### src/rtl/ex_stage_pipe.sv
// RV32IM execute stage: ALU, branch/jump resolution with IF redirect, iterative MUL/DIV unit,
// and the registered EX/MEM output. ALU op codes are defined by the alu module below.

// alu op codes: 0 ADD, 1 SUB, 2 SLL, 3 SLT, 4 SLTU, 5 XOR, 6 SRL, 7 SRA, 8 OR, 9 AND, 10 PASS_B
module alu #(
    parameter int XLEN = 32
) (
    input  logic [4:0]      op,
    input  logic [XLEN-1:0] a,
    input  logic [XLEN-1:0] b,
    output logic [XLEN-1:0] y
);
    localparam int SH_W = $clog2(XLEN);

    logic [SH_W-1:0] shamt;
    logic            lt_s;
    logic            lt_u;

    always_comb begin
        shamt = b[SH_W-1:0];
        lt_s  = $signed(a) < $signed(b);
        lt_u  = a < b;
        y     = '0;
        case (op)
            5'd0:    y = a + b;
            5'd1:    y = a - b;
            5'd2:    y = a << shamt;
            5'd3:    y = {{(XLEN-1){1'b0}}, lt_s};
            5'd4:    y = {{(XLEN-1){1'b0}}, lt_u};
            5'd5:    y = a ^ b;
            5'd6:    y = a >> shamt;
            5'd7:    y = $signed(a) >>> shamt;
            5'd8:    y = a | b;
            5'd9:    y = a & b;
            5'd10:   y = b;
            default: y = '0;
        endcase
    end
endmodule

// MDU sequencer states
//   state   | meaning
//   MD_IDLE | no divide/multiply in flight; accepts a new MDU op
//   MD_BUSY | one radix-2 step per cycle, XLEN steps total
//   MD_DONE | result valid; loads EX/MEM on the next unfrozen edge
module ex_stage_pipe #(
    parameter int XLEN   = 32,
    parameter int MDU_EN = 1
) (
    input  logic            clk,
    input  logic            rst_n,
    input  logic            valid_de,
    input  logic [XLEN-1:0] pc_de,
    input  logic            alusrc_de,
    input  logic [4:0]      aluop_de,
    input  logic            rs1_pc_de,
    input  logic            rs1_z_de,
    input  logic            branch_de,
    input  logic            jal_de,
    input  logic            jalr_de,
    input  logic [2:0]      funct3_de,
    input  logic            md_op_de,
    input  logic [4:0]      rd_de,
    input  logic [XLEN-1:0] rf_data1_de,
    input  logic [XLEN-1:0] rf_data2_de,
    input  logic [XLEN-1:0] imm_de,
    input  logic            hold_m,
    output logic            stall_e,
    output logic            redirect_e,
    output logic [XLEN-1:0] redirect_pc_e,
    output logic            valid_em,
    output logic [XLEN-1:0] result_em,
    output logic [XLEN-1:0] rs2_em,
    output logic [4:0]      rd_em
);
    localparam int CNT_W = $clog2(XLEN);

    typedef enum logic [1:0] {
        MD_IDLE = 2'd0,
        MD_BUSY = 2'd1,
        MD_DONE = 2'd2
    } md_state_t;

    md_state_t md_state, md_state_nxt;

    logic [XLEN-1:0] op_a, op_b, alu_y;
    logic [XLEN-1:0] pc_imm, jalr_sum, link_pc;
    logic            br_eq, br_lt, br_ltu, br_cond, br_taken;
    logic            md_req, md_stall, md_start, md_step;

    logic [CNT_W-1:0] md_cnt;
    logic [2:0]       md_f3;
    logic             md_sa, md_sb, md_dz;
    logic [4:0]       md_rd;
    logic [XLEN-1:0]  md_opnd, acc_hi, acc_lo;

    logic             st_is_mul, st_sa, st_sb;
    logic [XLEN-1:0]  st_mag_a, st_mag_b;
    logic [XLEN:0]    mul_sum;
    logic [XLEN:0]    div_shift;
    logic             div_ge;
    logic [XLEN-1:0]  div_diff;
    logic [2*XLEN-1:0] prod, prod_s;
    logic [XLEN-1:0]  quo_s, rem_s, md_result;

    always_comb begin
        op_a = rs1_pc_de ? pc_de : (rs1_z_de ? '0 : rf_data1_de);
        op_b = alusrc_de ? imm_de : rf_data2_de;
    end

    alu #(.XLEN(XLEN)) u_alu (
        .op (aluop_de),
        .a  (op_a),
        .b  (op_b),
        .y  (alu_y)
    );

    always_comb begin
        br_eq   = rf_data1_de == rf_data2_de;
        br_lt   = $signed(rf_data1_de) < $signed(rf_data2_de);
        br_ltu  = rf_data1_de < rf_data2_de;
        br_cond = 1'b0;
        case (funct3_de)
            3'b000:  br_cond = br_eq;
            3'b001:  br_cond = ~br_eq;
            3'b100:  br_cond = br_lt;
            3'b101:  br_cond = ~br_lt;
            3'b110:  br_cond = br_ltu;
            3'b111:  br_cond = ~br_ltu;
            default: br_cond = 1'b0;
        endcase
        br_taken = branch_de & br_cond;
    end

    always_comb begin
        pc_imm        = pc_de + imm_de;
        jalr_sum      = rf_data1_de + imm_de;
        link_pc       = pc_de + XLEN'(4);
        redirect_pc_e = jalr_de ? {jalr_sum[XLEN-1:1], 1'b0} : pc_imm;
    end

    // The stall holds ID/EX stable for the whole operation, so rd/funct3 stay visible,
    // but operands are latched anyway so the MDU never depends on upstream behaviour.
    always_comb begin
        md_req     = (MDU_EN != 0) && valid_de && md_op_de;
        md_stall   = md_req && (md_state != MD_DONE);
        stall_e    = rst_n & (md_stall | hold_m);
        redirect_e = rst_n & valid_de & ~stall_e & ~hold_m & (br_taken | jal_de | jalr_de);
    end

    always_ff @(posedge clk or negedge rst_n) begin
        if (!rst_n) md_state <= MD_IDLE;
        else        md_state <= md_state_nxt;
    end

    always_comb begin
        md_state_nxt = md_state;
        md_start     = 1'b0;
        md_step      = 1'b0;
        case (md_state)
            MD_IDLE: begin
                if (md_req && !hold_m) begin
                    md_start     = 1'b1;
                    md_state_nxt = MD_BUSY;
                end
            end
            MD_BUSY: begin
                if (!hold_m) begin
                    md_step = 1'b1;
                    if (md_cnt == CNT_W'(XLEN-1)) md_state_nxt = MD_DONE;
                end
            end
            MD_DONE: begin
                if (!hold_m) md_state_nxt = MD_IDLE;
            end
            default: md_state_nxt = MD_IDLE;
        endcase
    end

    // Both MUL and DIV run on operand magnitudes; signs are reapplied at the end.
    always_comb begin
        st_is_mul = ~funct3_de[2];
        if (st_is_mul) begin
            st_sa = ((funct3_de == 3'b001) || (funct3_de == 3'b010)) & rf_data1_de[XLEN-1];
            st_sb = (funct3_de == 3'b001) & rf_data2_de[XLEN-1];
        end else begin
            st_sa = ~funct3_de[0] & rf_data1_de[XLEN-1];
            st_sb = ~funct3_de[0] & rf_data2_de[XLEN-1];
        end
        st_mag_a = st_sa ? -rf_data1_de : rf_data1_de;
        st_mag_b = st_sb ? -rf_data2_de : rf_data2_de;
    end

    always_comb begin
        mul_sum   = {1'b0, acc_hi} + {1'b0, (acc_lo[0] ? md_opnd : {XLEN{1'b0}})};
        div_shift = {acc_hi, acc_lo[XLEN-1]};
        div_ge    = div_shift >= {1'b0, md_opnd};
        div_diff  = div_shift[XLEN-1:0] - md_opnd;
    end

    always_ff @(posedge clk or negedge rst_n) begin
        if (!rst_n) begin
            md_cnt  <= '0;
            md_f3   <= '0;
            md_sa   <= 1'b0;
            md_sb   <= 1'b0;
            md_dz   <= 1'b0;
            md_rd   <= '0;
            md_opnd <= '0;
            acc_hi  <= '0;
            acc_lo  <= '0;
        end else if (md_start) begin
            md_cnt  <= '0;
            md_f3   <= funct3_de;
            md_sa   <= st_sa;
            md_sb   <= st_sb;
            md_dz   <= rf_data2_de == '0;
            md_rd   <= rd_de;
            md_opnd <= st_is_mul ? st_mag_a : st_mag_b;
            acc_hi  <= '0;
            acc_lo  <= st_is_mul ? st_mag_b : st_mag_a;
        end else if (md_step) begin
            md_cnt <= md_cnt + CNT_W'(1);
            if (!md_f3[2]) begin
                acc_hi <= mul_sum[XLEN:1];
                acc_lo <= {mul_sum[0], acc_lo[XLEN-1:1]};
            end else begin
                acc_hi <= div_ge ? div_diff : div_shift[XLEN-1:0];
                acc_lo <= {acc_lo[XLEN-2:0], div_ge};
            end
        end
    end

    // A zero divisor leaves the dividend magnitude in acc_hi, so only the quotient needs fixing.
    always_comb begin
        prod      = {acc_hi, acc_lo};
        prod_s    = (md_sa ^ md_sb) ? -prod : prod;
        quo_s     = md_dz ? {XLEN{1'b1}} : ((md_sa ^ md_sb) ? -acc_lo : acc_lo);
        rem_s     = md_sa ? -acc_hi : acc_hi;
        md_result = '0;
        case (md_f3)
            3'b000:                 md_result = prod_s[XLEN-1:0];
            3'b001, 3'b010, 3'b011: md_result = prod_s[2*XLEN-1:XLEN];
            3'b100, 3'b101:         md_result = quo_s;
            default:                md_result = rem_s;
        endcase
    end

    always_ff @(posedge clk or negedge rst_n) begin
        if (!rst_n) begin
            valid_em  <= 1'b0;
            result_em <= '0;
            rs2_em    <= '0;
            rd_em     <= '0;
        end else if (!hold_m) begin
            if (md_state == MD_DONE) begin
                valid_em  <= 1'b1;
                result_em <= md_result;
                rs2_em    <= rf_data2_de;
                rd_em     <= md_rd;
            end else if (md_stall) begin
                valid_em <= 1'b0;
            end else begin
                valid_em  <= valid_de;
                result_em <= (jal_de | jalr_de) ? link_pc : alu_y;
                rs2_em    <= rf_data2_de;
                rd_em     <= rd_de;
            end
        end
    end
endmodule
### config.mk
export PLATFORM = sky130hd
export DESIGN_NAME = ex_stage_pipe
export DESIGN_NICKNAME = d
export VERILOG_FILES = /design/src/rtl/ex_stage_pipe.sv
export SDC_FILE = /design/constraint.sdc
export NUM_CORES = 2
export LEC_CHECK = 0
export CORE_MARGIN = 2
export CORE_UTILIZATION = 49
export CTS_CLUSTER_DIAMETER = 50
export DETAILED_ROUTE_END_ITERATION = 16
export PLACE_DENSITY = 0.76
export SYNTH_ARGS = -nofsm -noshare
export SYNTH_HDL_FRONTEND = slang
export SYNTH_SLANG_ARGS = --single-unit
export TNS_END_PERCENT = 10
### constraint.sdc
create_clock -name clk -period 4.2 [get_ports clk]
set_input_delay 0.84 -clock clk [delete_from_list [all_inputs] [get_ports clk]]
set_output_delay 0.84 -clock clk [all_outputs]
set_load 0.005 [all_outputs]
==> qor.yml <==
final_layout:
  layout_common_cells: "buf_4 (1060), nand2_1 (435), nor2_1 (427)"
  drive_gt1_share_pct: 28.8
  syn_to_final_growth_pct: 41.3
  fillCellCount: 5320
  seqCellArea_um2: 4610
  layout_commonest_cell: "buf_4"
  final_nets: 5838
  multi_input_comb_area_um2: 26300
placed_design:
  routabilityCongestion: 1.17
  pre_cts_slack_ns: -1.46
  port_buffers: 255
  dp_hpwl_um: 141000
run_status:
  status: "finished with violations"
  violations: "negative setup slack"
sta:
  timing.final.ws_setup_ns: -0.280
  slew_headroom_pct: 30.4
  holdWs_ns: 0.477
  clock_skew_ns: 0.0286
  fin_crit_sh_pct: 107
  hold_viol_final: 0
  fmax_mhz: 223
  tightest_slew_ns: 1.04
  grt_setup_unrepaired: "yes"
  drv_slew: 0
  setup_viol: 19
  period_needed_ns: 4.48
run:
  maxCapViolations: 0
logic_synthesis:
  yosysSeqAreaShare_pct: 14.7
  syn_inst: 4336
  synth_edf_count: 0
  ys_ff_latch: 184
  syn-cell-area_um2: 31300
  syn-mean-instance-area_um2: 7.22
  yosys_warnings: 0
  yosys.cell_types.count: 103
  synthFlopType: "dfrtp_1"
  synthesis.nets: 4761
  synthArstFlopShare_pct: 100
die:
  rows: 92
  io_pins: 256
  initial_core_util_pct: 49.6
  core-area_um2: 63100
  fp.dieW_um: 257
  die_h_um: 257
  die-area_um2: 65900
global_route:
  grt.overflow.total: 0
  grt_pass1_wl_um: 251000
  grt_pass1_vias: 38500
  grt_max_degree: 121
  antenna_found_initial: 11
  grt_use_total_pct: 50.5
critical_path:
  arrival_ns: 3.64
  critPathKind: "input pin to output port"
  cp-start-kind: "input pin"
  cp.required_ns: 3.36
  path_max_fanout: 3
  crit_path_end_kind: "output port"
clock_network:
  cts_sinks: 184
  cts_inserted_buffers: 17
  cts.clk_slew.worst_paths_ns: 0.08
  htree_levels: 4
  clk_latency_ns: 0.51
  clk_path_buf_depth: 2
  cts_tree: "yes"
  cts_root_buffer: "clkbuf_16"
routing:
  drt_pass1_iterations: 7
  initialDrtViolationCount: 6372
  ant_nets: 0
  routedWlPerCell_um: 27.7
  wl_um: 174000
  drt-vias-per-instance: 6.64
  via_count: 41700
  drc: 0
power_and_ir_drop:
  peakVddDrop_v: 0.000426
  p_leak_uw: 0.0197
  power_density_nw_per_um2: 402
hold_path:
  holdCritPathClass: "flip-flop to flip-flop"
[cell usage after synthesis, drive strengths merged, types with 38 or more instances]
| cell type | n | area [um2] |
|---|---|---|
| a211oi | 65 | 500 |
| a21o | 74 | 556 |
| a21oi | 416 | 2090 |
| a22oi | 38 | 285 |
| a31oi | 65 | 407 |
| buf | 78 | 434 |
| clkbuf | 210 | 788 |
| dfrtp | 184 | 4600 |
| ha | 267 | 3340 |
| inv | 209 | 792 |
| mux2i | 112 | 1120 |
| mux4 | 54 | 1220 |
| nand2 | 439 | 1650 |
| nand2b | 53 | 332 |
| nand3 | 89 | 445 |
| nor2 | 434 | 1630 |
| nor2b | 63 | 394 |
| nor3 | 83 | 420 |
| o211ai | 88 | 661 |
| o21ai | 396 | 1990 |
| o22ai | 38 | 238 |
| xnor2 | 175 | 1530 |
| xor2 | 117 | 1020 |
[cell type report]
type	instances	area share, %
Antenna cell	11	0.0622
Clock buffer	19	1.02
Clock inverter	13	0.348
Inverter	210	1.82
Multi-Input combinational cell	3654	59.5
Sequential cell	184	10.4
Tap cell	846	2.39
Timing Repair Buffer	1346	24.4
[critical path: stages]
cell and delay [ns]:
clkbuf_2 0.12, buf_4 0.16, ha_4 0.27, a21oi_1 0.08, o21bai_1 0.25, a21oi_2 0.14, a311oi_4 0.48, o41ai_4 0.15
o211ai_1 0.23, a21o_1 0.16, a31oi_2 0.10, a311o_1 0.38, xor2_1 0.15, buf_2 0.15
[timing repair]
| action | 4_1_cts | 5_1_grt |
|---|---|---|
| setup endpoints to repair | 54 | 53 |
| setup buffers | 25 | 10 |
| hold buffers | 0 | 0 |
| pin swaps | 105 | 56 |
| endpoints found under the hold margin | 0 | 0 |
| gates resized for setup | 540 | 157 |
[path summary, 6_finish.rpt]
kind                                  startpoint                     end  slack [ns]  cells past startpoint
hold / removal              md_rd[4]$_DFFE_PN0P_    md_rd[4]$_DFFE_PN0P_        0.48                      2
setup / recovery                  rf_data1_de[8]       redirect_pc_e[31]       -0.28                     14
setup reg to reg           acc_lo[0]$_DFFE_PN0P_  acc_hi[20]$_DFFE_PN0P_        0.30                     15
max in group asynchronous                  rst_n    md_f3[2]$_DFFE_PN0P_        2.03                      3
min in group asynchronous                  rst_n  acc_hi[20]$_DFFE_PN0P_        0.49                      2
hold reg to reg             md_rd[4]$_DFFE_PN0P_    md_rd[4]$_DFFE_PN0P_        0.48                      2
[metrics by stage]
step                instances  TNS [ns]  total power [uW]  util (%)  cell area, um2
global route             6275     -3.88             18700      70.1           44200
CTS                      6265     -3.20             17100      69.2           43600
global placement         6212    -47.84             14900      66.6           42000
detailed placement       6212    -47.58             15200      66.6           42000
floorplan                4336   -0.0519             10500         -           31500
finish                   6283     -2.07             17800      70.1           44200
[cells by family after synthesis]
kind of cell               synth area share (%)
and+or+nand+nor                            20.3
AOI/OAI and AO/OA                          31.2
buffers and inverters                      6.45
DFF                                        14.7
xor gates and xnor gates                   8.17
muxes                                      8.14
adders and majority gates                  11.1
[registers in the layout (all words and copies together) (netlist names)]
name and flops:
acc_hi 32, acc_lo 32, md_cnt 5, md_dz 1, md_f3 3, md_opnd 32, md_rd 5, md_sa 1
md_sb 1, md_state 2, rd_em 5, result_em 32, rs2_em 32, valid_em 1
[layer usage]
metal / wire (um) / part of all wire, % / vias up / GRT usage [%]
li1: - / - / 18100 / -
met1: 66400 / 38 / 19700 / 65.6
met2: 70000 / 40 / 3170 / 73.2
met3: 25500 / 15 / 688 / 18.0
met4: 12200 / 7.0 / 8 / 26.4
met5: 50 / 0.029 / - / 0
[where the power goes]
group | internal, uW | switching [uW] | total (uW)
combinational | 5480 | 7380 | 12900
clock | 879 | 870 | 1750
sequential | 2290 | 890 | 3180
Note: power is estimated with default switching activity, not from simulation.
